===== config.mk =====
export PLATFORM = sky130hd
export DESIGN_NAME = lut_interp_ctrl_flat
export DESIGN_NICKNAME = d
export VERILOG_FILES = /design/src/rtl/lut_interp_ctrl_if.sv /design/src/rtl/lut_interp_ctrl.sv /design/src/flat_wrapper.sv
export SDC_FILE = /design/constraint.sdc
export NUM_CORES = 1
export LEC_CHECK = 0
export CORE_UTILIZATION = 55
export DETAILED_ROUTE_END_ITERATION = 8
export PLACE_DENSITY = 0.85
export SKIP_LAST_GASP = 1
export SLEW_MARGIN = 15
export SYNTH_ARGS = -nofsm -noshare
export SYNTH_HDL_FRONTEND = slang
export SYNTH_SLANG_ARGS = --single-unit

===== constraint.sdc =====
create_clock -name clk -period 6.6 [get_ports clk]
set_input_delay 1.65 -clock clk [delete_from_list [all_inputs] [get_ports clk]]
set_output_delay 1.65 -clock clk [all_outputs]
set_load 0.005 [all_outputs]

===== src/rtl/lut_interp_ctrl_if.sv =====
// Handshake and table-memory bundle for the quadratic interpolation controller.
// The controller attaches as slave; the requester/table side uses master.
interface lut_interp_ctrl_if;
   logic       in_valid;
   logic       in_ready;
   logic [7:0] in_x;
   logic       out_valid;
   logic       out_ready;
   logic [7:0] out_y;
   logic       mem_en;
   logic [5:0] mem_addr;
   logic [7:0] mem_rdata;
   logic       busy;

   modport slave (
      input  in_valid, in_x, out_ready, mem_rdata,
      output in_ready, out_valid, out_y, mem_en, mem_addr, busy
   );

   modport master (
      output in_valid, in_x, out_ready, mem_rdata,
      input  in_ready, out_valid, out_y, mem_en, mem_addr, busy
   );
endinterface


===== src/rtl/lut_interp_ctrl.sv =====
// Sequences three serial reads (idx-1, idx, idx+1) from a single-port table
// and evaluates the 3-point quadratic interpolation of the fetched entries.
module lut_interp_ctrl #(
   parameter int MEM_LATENCY = 1
) (
   input logic             clk,
   input logic             rst_n,
   lut_interp_ctrl_if.slave bus
);

   typedef enum logic [2:0] {IDLE, RD0, RD1, RD2, WAIT, OUT} state_t;

   state_t                       state_q, state_d;
   logic [5:0]                   idx_q, idx_d;
   logic [1:0]                   f_q, f_d;
   logic                         in_ready_q, in_ready_d;
   logic                         out_valid_q, out_valid_d;
   logic [7:0]                   out_y_q, out_y_d;
   logic                         mem_en_q, mem_en_d;
   logic [5:0]                   mem_addr_q, mem_addr_d;
   logic                         busy_q, busy_d;
   logic [7:0]                   y1_q, y1_d;
   logic [7:0]                   y2_q, y2_d;
   logic [MEM_LATENCY-1:0]       pipe_vld_q, pipe_vld_d;
   logic [MEM_LATENCY-1:0][1:0]  pipe_tag_q, pipe_tag_d;

   logic                         capture;
   logic [1:0]                   cap_tag;
   logic [7:0]                   y3;
   logic [7:0]                   d1, d2, t1, t2, result;
   logic [9:0]                   p1;
   logic [3:0]                   f_sq;
   logic [11:0]                  p2;

   assign capture = pipe_vld_q[MEM_LATENCY-1];
   assign cap_tag = pipe_tag_q[MEM_LATENCY-1];
   assign y3      = bus.mem_rdata;

   // y3 is taken straight off the read bus so the result loads on its capture edge
   assign d1     = y3 - y1_q;
   assign p1     = 10'(f_q) * 10'(d1);
   assign t1     = {1'b0, p1[9:3]};
   assign d2     = y1_q - {y2_q[6:0], 1'b0} + y3;
   assign f_sq   = 4'(f_q) * 4'(f_q);
   assign p2     = 12'(f_sq) * 12'(d2);
   assign t2     = {1'b0, p2[11:5]};
   assign result = y2_q + t1 + t2;

   always_comb begin
      state_d     = state_q;
      idx_d       = idx_q;
      f_d         = f_q;
      in_ready_d  = in_ready_q;
      out_valid_d = out_valid_q;
      out_y_d     = out_y_q;
      mem_en_d    = mem_en_q;
      mem_addr_d  = mem_addr_q;
      busy_d      = busy_q;
      y1_d        = y1_q;
      y2_d        = y2_q;

      // Tag records which of the three reads the memory is sampling this edge
      pipe_vld_d    = pipe_vld_q;
      pipe_tag_d    = pipe_tag_q;
      pipe_vld_d[0] = mem_en_q;
      pipe_tag_d[0] = (state_q == RD0) ? 2'd0 : (state_q == RD1) ? 2'd1 : 2'd2;
      for (int j = 1; j < MEM_LATENCY; j++) begin
         pipe_vld_d[j] = pipe_vld_q[j-1];
         pipe_tag_d[j] = pipe_tag_q[j-1];
      end

      if (capture && cap_tag == 2'd0) y1_d = bus.mem_rdata;
      if (capture && cap_tag == 2'd1) y2_d = bus.mem_rdata;

      case (state_q)
         IDLE: begin
            in_ready_d = 1'b1;
            if (bus.in_valid && in_ready_q) begin
               idx_d      = bus.in_x[7:2];
               f_d        = bus.in_x[1:0];
               mem_en_d   = 1'b1;
               mem_addr_d = bus.in_x[7:2] - 6'd1;
               in_ready_d = 1'b0;
               busy_d     = 1'b1;
               state_d    = RD0;
            end
         end
         RD0: begin
            mem_addr_d = idx_q;
            state_d    = RD1;
         end
         RD1: begin
            mem_addr_d = idx_q + 6'd1;
            state_d    = RD2;
         end
         RD2: begin
            mem_en_d = 1'b0;
            state_d  = WAIT;
         end
         WAIT: begin
            if (capture && cap_tag == 2'd2) begin
               out_valid_d = 1'b1;
               out_y_d     = result;
               state_d     = OUT;
            end
         end
         OUT: begin
            if (bus.out_ready) begin
               out_valid_d = 1'b0;
               busy_d      = 1'b0;
               in_ready_d  = 1'b1;
               state_d     = IDLE;
            end
         end
         default: state_d = IDLE;
      endcase
   end

   always_ff @(posedge clk or negedge rst_n) begin
      if (!rst_n) begin
         state_q     <= IDLE;
         idx_q       <= '0;
         f_q         <= '0;
         in_ready_q  <= 1'b0;
         out_valid_q <= 1'b0;
         out_y_q     <= '0;
         mem_en_q    <= 1'b0;
         mem_addr_q  <= '0;
         busy_q      <= 1'b0;
         y1_q        <= '0;
         y2_q        <= '0;
         pipe_vld_q  <= '0;
         pipe_tag_q  <= '0;
      end else begin
         state_q     <= state_d;
         idx_q       <= idx_d;
         f_q         <= f_d;
         in_ready_q  <= in_ready_d;
         out_valid_q <= out_valid_d;
         out_y_q     <= out_y_d;
         mem_en_q    <= mem_en_d;
         mem_addr_q  <= mem_addr_d;
         busy_q      <= busy_d;
         y1_q        <= y1_d;
         y2_q        <= y2_d;
         pipe_vld_q  <= pipe_vld_d;
         pipe_tag_q  <= pipe_tag_d;
      end
   end

   assign bus.in_ready  = in_ready_q;
   assign bus.out_valid = out_valid_q;
   assign bus.out_y     = out_y_q;
   assign bus.mem_en    = mem_en_q;
   assign bus.mem_addr  = mem_addr_q;
   assign bus.busy      = busy_q;

endmodule


===== src/flat_wrapper.sv =====
// flat-port wrapper written by rule: the top's interface ports become plain ports
module lut_interp_ctrl_flat 
#(
   parameter int MEM_LATENCY = 1
)
  (clk, rst_n, bus_in_valid, bus_in_x, bus_out_ready, bus_mem_rdata, bus_in_ready, bus_out_valid, bus_out_y, bus_mem_en, bus_mem_addr, bus_busy);
  lut_interp_ctrl_if bus_i ();
  input logic clk;
  input logic rst_n;
  input wire logic [$bits(bus_i.in_valid)-1:0] bus_in_valid;
  input wire logic [$bits(bus_i.in_x)-1:0] bus_in_x;
  input wire logic [$bits(bus_i.out_ready)-1:0] bus_out_ready;
  input wire logic [$bits(bus_i.mem_rdata)-1:0] bus_mem_rdata;
  output wire logic [$bits(bus_i.in_ready)-1:0] bus_in_ready;
  output wire logic [$bits(bus_i.out_valid)-1:0] bus_out_valid;
  output wire logic [$bits(bus_i.out_y)-1:0] bus_out_y;
  output wire logic [$bits(bus_i.mem_en)-1:0] bus_mem_en;
  output wire logic [$bits(bus_i.mem_addr)-1:0] bus_mem_addr;
  output wire logic [$bits(bus_i.busy)-1:0] bus_busy;
  assign bus_i.in_valid = bus_in_valid;
  assign bus_i.in_x = bus_in_x;
  assign bus_i.out_ready = bus_out_ready;
  assign bus_i.mem_rdata = bus_mem_rdata;
  assign bus_in_ready = bus_i.in_ready;
  assign bus_out_valid = bus_i.out_valid;
  assign bus_out_y = bus_i.out_y;
  assign bus_mem_en = bus_i.mem_en;
  assign bus_mem_addr = bus_i.mem_addr;
  assign bus_busy = bus_i.busy;
  lut_interp_ctrl #(.MEM_LATENCY(MEM_LATENCY)) u_core (.clk(clk), .rst_n(rst_n), .bus(bus_i));
endmodule

# After elaboration in Yosys (flattened, before gate mapping)
# Index checks and enable logic that the tools add are counted.
# Widths: inputs -> output; s select.
[totals]
input_bits = 20
ff_bits = 48
output_inout_bits = 18
[classes]
mul = 3
n_eq_ne = 10
n_mux = 17
n_reduce_logical = 18
add_sub_neg = 7
[ops]
columns = ["operator", "count"]
rows = [
  ["$pmux 3 s6", 1],
  ["$pmux 6 s3", 1],
  ["$add 8x7->8", 2],
  ["$sub 8x8->8", 2],
  ["$mul 4x8->12", 1],
  ["$mul 2x8->10", 1],
  ["$reduce_and 2->1", 5],
  ["$mux 3", 3],
  ["$reduce_and 3->1", 3],
  ["$add 8x8->8", 1],
  ["$pmux 1 s2", 4],
  ["$add 6x1->6 const B", 1],
  ["$eq 3x2->1 const B", 2],
  ["$eq 3x3->1 const B", 2],
  ["$mux 6", 1],
  ["$reduce_bool 2->1", 3],
  ["$sub 6x1->6 const B", 1],
  ["$mux 1", 5],
  ["$logic_and 1x1->1", 4],
  ["$mul 2x2->4", 1],
  ["$mux 2", 2],
  ["$ne 2x1->1 const B", 2],
  ["$eq 3x1->1 const B", 1],
  ["$logic_not 3->1", 1],
  ["5 further kinds", 5],
]

# Logic depth before layout (Yosys ltp)
# Gate-level depths: netlist of run 1.
[depth]
depth_word = 4
depth_mapped = 26

# Worst setup path after synthesis of run 1
# No wires, ideal clock.
[synth_timing]
path_kind = "in2reg"
start = "input port bus_mem_rdata[2]"
end = "register u_core.out_y_q[6], in the netlist u_core.bus.out_y[6]"
setup_slack_ns = -0.035
required_ns = 6.531
cell_stages = 20
n_path_buf = 0
t_arrival_ns = 6.566
path_cell_list = "inv_1 -> fa_1 -> inv_1 -> ha_1 -> nor2b_1 -> o21ai_0 -> a21boi_1 -> or4_1 -> o311ai_0 -> fa_1 -> ha_1 -> nor2b_1 -> o31a_1 -> o31ai_1 -> xor2_1 -> fa_1 -> inv_1 -> ha_1 -> or4b_1 -> nand3_1"
[synth_via]
elab_chain_cells = 4
[synth_lines]
columns = ["item", "line_no", "text"]
rows = [
  ["start, declared", "flat_wrapper.sv:13", "input wire logic [$bits(bus_i.mem_rdata)-1:0] bus_mem_rdata;"],
  ["$sub 8x8->8", "lut_interp_ctrl.sv:40", "assign d1 = y3 - y1_q;"],
  ["$mul 2x8->10", "lut_interp_ctrl.sv:41", "assign p1 = 10'(f_q) * 10'(d1);"],
  ["$add 8x7->8", "lut_interp_ctrl.sv:47", "assign result = y2_q + t1 + t2;"],
  ["$add 8x7->8 *", "lut_interp_ctrl.sv:47", ""],
  ["end signal, assigned", "lut_interp_ctrl.sv:140", "out_y_q <= out_y_d;"],
  ["end, declared", "lut_interp_ctrl.sv:18", "logic [7:0] out_y_q, out_y_d;"],
]
# Every way passes the cells marked *; elsewhere a longest branch is shown, timed or not.
# A chain may end at the register's enable or synchronous reset.

# Worst setup path after layout of run 1
[layout_timing]
start = "input port bus_mem_rdata[1]"
end = "register u_core.out_y_q[6], in the netlist u_core.bus.out_y[6]"
# The elaborated chain is that of the path after synthesis.

==> results by group, run 1 <==
Setup path
  – CP required: just under 7000 ps
  – Reg2Reg Launch Point: u_core.y2_q[1]
  – Startpoint Class: input pin
  – Crit path max fanout: 5
  – Reg-to-reg endpoint: u_core.bus.out_y[6]
  – Crit Path Class: input pin to flop
  – CP top delay family: adder cells
  – Reg2reg path depth: 21
  – Slowest cell delay on critical path: 550 ps
  – R2R Setup Slk: 920 ps
  – CP endpoint kind: flop
  – CP max-delay cell: fa_2
  – CP cell instances: clkdlybuf4s15_1, fa_2, inv_1, ha_1, nor2b_1, o21ai_2, a21boi_2, buf_4, nor2_1, o311ai_4, fa_1, ha_4, nor2b_2, o31a_1, buf_6, o31ai_4, xor2_2, fa_1, inv_1, ha_4, or4b_1, nand3_1
  – Data arrival time of the worst path: 6910 ps
  – Worst Path Buf+Inv: 5

Detailed routing
  – ANT nets after route: 0
  – Total number of vias: 4012
  – Drt initial violations: 341
  – # DRC: 0
  – Via/cell ratio: 6.153
  – Wirelength per Cell: 19.48 µm
  – Pre-antenna DRT Iters: 5
  – Post-Route WL: 12700 µm

Synth
  – Area leader, netlist: dfrtp_1
  – Sequential-to-total area share from yosys stat: 0.2773
  – Cell Area, Synth: 4332 µm²
  – Top cell type's share of synthesized area: 0.2773
  – Count leader, synth: inv_1
  – Main combinational cell family by area after synthesis: adder cells
  – Post-Synth XOR/XNOR Area: 0.07077
  – Adder-Cell Fraction of Synth Area: 0.2207
  – Ys async rst share: 1.000
  – Post-synth EDFFs: 0
  – Synth Area per Inst: 8.895 µm²
  – Most instantiated cells after synthesis: inv_1, dfrtp_1, ha_1
  – Synth Register Bits: 48
  – Yosys warns: 0
  – Synth top area cells: dfrtp_1, ha_1, fa_1
  – Post-synthesis compound-gate area fraction: 0.1626
  – Synth unique cells: 55
  – Synthesized net count: ~570
  – Mux cell area share after synthesis: 0.04304
  – Simple-gate area share of the yosys netlist: 0.1635
  – Cells after Synth: 487
  – Synth Flop Type: dfrtp_1

Cells and area
  – Cell area after layout: 5466 µm²
  – Fraction of layout cells with a size suffix above 1: 0.2098
  – Area delta synth->final: 26.20%
  – Ant. Diodes: 0
  – Final nets: about 640
  – Fin cells: 652

Clocking
  – CTS tree: yes
  – CTS buffer count: 5
  – Worst skew pair latency: 320 ps
  – Cts hold-fix bufs: 0
  – Clock Tree Root: clkbuf_8
  – Clock Path Buffers: 2
  – CTS clk-pin slew, worst paths: 100 ps
  – Clock sinks: 48
  – # H-tree levels: 2

Outcome
  – Outcome: complete, but fails checks
  – Failing checks: negative setup slack

Timing
  – Fin crit period: between 6000 and 7000 ps
  – Slew HR: 0.5294
  – Slew @ Worst Pin: 703.8 ps
  – Final worst-path setup slack: -57.53 ps
  – Fmax: 150.2 MHz
  – Final critical-path share of the clock period: 1.009
  – Final Hold Viols: 0
  – Final setup vio count: 2
  – Unrepaired setup endpoints after global routing: true
  – Layout Skew: 10.41 ps
  – TNS Setup: -110.8 ps
  – Max Slew Vio Count: 0

Floorplan
  – Die Area: between 8000 and 9000 µm²
  – Initial Util: 0.5817
  – Die height: roughly 90 µm
  – Cell row count: 31
  – Ports: 38
  – Core area: between 7000 and 8000 µm²
  – Die X: a little over 90 µm

Place
  – PortBufs: 37
  – Final HPWL DP: 7439 µm
  – DP Area: 4996 µm²
  – Placer Congestion: approximately 0.84
  – Inst Count DP: 639
  – Place WS: -830.5 ps

Min path
  – Hold path start: u_core.bus.mem_en
  – Hold crit path type: flop to flop
  – Hold Crit Endpoint: u_core.capture
  – Hold path depth: 0

Global route
  – First-pass GRT wire length: between 15000 and 20000 µm
  – Tot GR Track Use: 0.2696
  – Largest net degree at the start of global routing: 49
  – Initial antenna violation count: 0
  – Vias in the first global route: a little under 4000
  – Total grt overflow: 0

Job
  – Max-cap violations: 0
## cell type report
cell class | count | area, µm²
flip-flops and latches | 48 | 1201
well taps | 99 | 123.9
multi-input cells | 369 | 3188
fillers | 520 | 1981
inverters | 55 | 206.4
repair buffers | 73 | 650.6
clock inverters | 2 | 13.76
clock buffers | 6 | 82.58
## state kept, by name (all words and copies together) (netlist names)
register	cells
u_core.bus.out_y	8
u_core.y1_q	8
u_core.y2_q	8
u_core.bus.mem_addr	6
u_core.idx_q	6
u_core.state_q	3
u_core.cap_tag	2
u_core.f_q	2
u_core.bus.busy	1
u_core.bus.in_ready	1
u_core.bus.mem_en	1
u_core.bus.out_valid	1
u_core.capture	1
## logic make-up after synthesis
| logic type | after synthesis |
|---|---|
| buffers and inverters | 70 |
| DFF | 48 |
| xor gates and xnor gates | 35 |
| adders and majority gates | 65 |
| muxes | 17 |
| AOI/OAI and AO/OA | 111 |
| and+or+nand+nor | 141 |
## how the worst max path moves through the flow
stage                                to  slack [ps]  cells past startpoint              from
floorplan           u_core.bus.out_y[6]          30                     20  bus_mem_rdata[2]
global placement    u_core.bus.out_y[7]        -670                     23  bus_mem_rdata[2]
detailed placement  u_core.bus.out_y[7]        -830                     23  bus_mem_rdata[2]
CTS                 u_core.bus.out_y[6]          10                     22  bus_mem_rdata[2]
global route        u_core.bus.out_y[7]        -190                     26  bus_mem_rdata[2]
finish              u_core.bus.out_y[6]         -60                     22  bus_mem_rdata[1]
## per-stage QoR
stage | hold slack, ps | util
finish | 481.5 | 0.7340
global route | 502.0 | 0.7340
CTS | 453.1 | 0.7115
detailed placement | 437.1 | 0.6709
global placement | 420.4 | 0.6709
floorplan | 409.4 | -
## what timing repair did
item	in CTS	in global routing
pin swaps	19	40
resized for setup	37	37
setup endpoints to repair	6	4
setup buffers	2	3
## placed cells by master, fill, tap and decap left out, drive strengths merged, types with 2 or more instances in the layout
cell           Yosys  final
inv               54     55
o21bai             3      3
dfrtp             48     48
o21ai             41     41
ha                46     46
a22oi              3      3
clkbuf            12      8
and2               8      8
o311ai             2      2
a21o               5      5
nor2              45     45
a41oi              2      2
nand2b             4      4
o31ai              4      4
nand3b             4      4
or3                2      2
xor2              17     17
a31oi              3      3
o31a               2      2
nand2             36     36
dlymetal6s2s       0      2
o21a              11     11
xnor2             18     18
a21oi             24     24
fa                19     19
mux2              13     13
nor3              10     10
buf                3     38
nand3              7      7
or4                3      3
nor2b              7      7
nor3b              7      7
clkdlybuf4s50      0     30
mux2i              4      4
clkinv             1      2
## layer usage
layer / vias up / GRT usage / routed length [µm]
li1: 1787 / - / -
met3: 70 / 0.03367 / 931
met4: 0 / 0.1116 / 729
met2: 196 / 0.4792 / 6182
met1: 1959 / 0.3279 / 4856
met5: - / 0 / 0
Power of run 1 is not shown: default switching activity piles up to over one toggle a cycle in this logic, so the estimate is an artifact.
==> run 2: changes to the inputs <==
Settings changed: CELL_PAD_IN_SITES_DETAIL_PLACEMENT set to 0, CELL_PAD_IN_SITES_GLOBAL_PLACEMENT set to 1, CORE_UTILIZATION 55 to 41, PLACE_DENSITY 0.85 to 0.86, SKIP_CTS_REPAIR_TIMING set to 1.
Clock period 6.6 ns to 5.7 ns, I/O delays scaled along.
==> run 2 against run 1 <==
Compared with the run above: the flow still finishes with violations (negative setup slack); register-to-register slack worse by 720 ps; sequential share of layout area shrank 1.5 points; count of clock-buffer cells in the layout did not move; global-route usage is 7.6 points lower; first-iteration DRC count shrank 51%; worst hold slack worse by 36 ps; core utilization decreased by 16 points; setup slack got worse by 470 ps; critical path type unchanged; critical endpoint is now u_core.bus.out_y[7].
==> results by group, run 2 (synthesis results as in run 1) <==
Place
  – PortBufs: 37 (unchanged)
  – Final HPWL DP: 7632 µm (+2.6%)
  – Placer Congestion: 0.8385 (-0.26%)
  – Place WS: -1283 ps (-452.9 ps)

Timing
  – Slew @ Worst Pin: 724.8 ps (+21.02 ps)
  – Fmax: ~160 MHz
  – Final critical-path share of the clock period: 1.092
  – Layout Skew: 11.33 ps (+0.9145 ps)
  – Fin crit period: 6223 ps
  – Max Slew Vio Count: 0 (unchanged)
  – Final Hold Viols: 0 (unchanged)
  – Unrepaired setup endpoints after global routing: true
  – Final setup vio count: 5 (+3)
  – Final hold slack: 445.7 ps (-35.83 ps)
  – Slew HR: 0.5154 (-0.01406)
  – Final worst-path setup slack: -522.8 ps (-465.3 ps)

Outcome
  – Failing checks: negative setup slack
  – Outcome: complete, but fails checks

Floorplan
  – Die X: 104.8 µm (+15%)
  – Initial Util: 0.4215 (-0.1602)
  – Die height: 104.8 µm (+15%)
  – Die Area: 10980 µm² (+33%)
  – Core area: 10280 µm² (+38%)
  – Cell row count: 37 (+19%)
  – Ports: 38 (unchanged)

Cells and area
  – Most common cell after layout, fill and taps aside: buf_4
  – Area delta synth->final: 35.24%
  – Fillers: 917 (+76%)
  – Most frequent cells in the layout: buf_4, dfrtp_1, inv_1
  – Fraction of layout cells with a size suffix above 1: 0.2740 (+0.06421)
  – Footprint of the multi-input gates: 3282 µm² (+2.9%)
  – Post-layout utilization of the core: 0.5700 (-0.1640)
  – Reg area: 1201 µm² (unchanged)
  – Ant. Diodes: 0 (unchanged)
  – Final nets: 668 (+4.9%)

Setup path
  – Crit Path Class: input pin to flop
  – CP endpoint kind: flop
  – Crit path max fanout: 4 (-1)
  – CP required: 5890 ps (-960 ps)
  – Startpoint Class: input pin
  – R2R Setup Slk: 200 ps (-720 ps)
  – Data arrival time of the worst path: 6410 ps (-500 ps)

Global route
  – Tot GR Track Use: 0.1933 (-0.07635)
  – Vias in the first global route: 3773 (-2.5%)
  – First-pass GRT wire length: 17070 µm (-3.6%)
  – Largest net degree at the start of global routing: 49 (unchanged)
  – Total grt overflow: 0 (unchanged)
  – Initial antenna violation count: 0 (unchanged)

Clocking
  – Worst skew pair latency: 320 ps (about the same)
  – Clock Tree Root: clkbuf_8
  – Clock sinks: 48 (unchanged)
  – # H-tree levels: 2 (unchanged)
  – CTS buffer count: 5 (unchanged)
  – Clock Path Buffers: 2 (unchanged)
  – CTS tree: yes
  – CTS clk-pin slew, worst paths: 90 ps (about the same)

Min path
  – Hold crit path type: flop to flop

Detailed routing
  – Pre-antenna DRT Iters: 4 (-1)
  – Drt initial violations: 168 (-51%)
  – # DRC: 0 (unchanged)
  – Via/cell ratio: 5.226 (-15%)
  – ANT nets after route: 0 (unchanged)
  – Wirelength per Cell: 14.28 µm (-27%)
  – Post-Route WL: 10290 µm (-19%)
  – Total number of vias: 3763 (-6.2%)

Job
  – Max-cap violations: 0 (unchanged)
run 2: through the flow:
step           std cells  TNS (ps)  area (µm²)
2_1_floorplan        487    -978.5        4498
3_3_place_gp         702     -6032        5399
3_5_place_dp         702     -6615        5399
4_1_cts              710     -4313        5497
5_1_grt              720     -2882        5858
6_report             720     -2054        5858
run 2: final cells by class:
class	count	share of cell area
tap	136	0.02905
multi-input combinational	369	0.5602
inverter	55	0.03652
timing repair buffer	104	0.1525
sequential	48	0.2050
clock inverter	2	0.002563
clock buffer	6	0.01410
run 2: metal layers:
| metal | vias to the layer above | share of wire | global-route usage |
|---|---|---|---|
| li1 | 1849 | - | - |
| met1 | 1845 | 0.46 | 0.2504 |
| met2 | 53 | 0.50 | 0.3335 |
| met3 | 16 | 0.027 | 0.03119 |
| met4 | 0 | 0.017 | 0.05231 |
| met5 | - | 0 | 0 |
run 2: final timing paths:
kind                       depth (start not counted)             endpoint         startpoint
setup / recovery                                  27  u_core.bus.out_y[7]   bus_mem_rdata[2]
setup reg to reg                                  26  u_core.bus.out_y[7]     u_core.y1_q[2]
hold / removal                                     0       u_core.capture  u_core.bus.mem_en
max in group asynchronous                          2       u_core.y2_q[7]              rst_n
hold reg to reg                                    0       u_core.capture  u_core.bus.mem_en
min in group asynchronous                          2  u_core.bus.out_y[1]              rst_n
run 2: critical path, cell delays in order:
cell	delay, ps
buf_8	90
inv_8	30
fa_1	490
inv_2	50
ha_4	210
o21a_1	120
buf_4	140
nor4_4	180
nor2_2	80
xnor2_2	170
nor2_1	70
ha_1	290
inv_2	40
fa_1	540
inv_2	50
ha_4	260
o21a_1	110
o31a_1	270
buf_4	180
a21oi_4	40
fa_1	600
ha_4	220
a211oi_2	220
o21bai_1	100
a21oi_1	190
xnor2_1	160
o21ai_1	70
Power of run 2 is left out for the same reason.
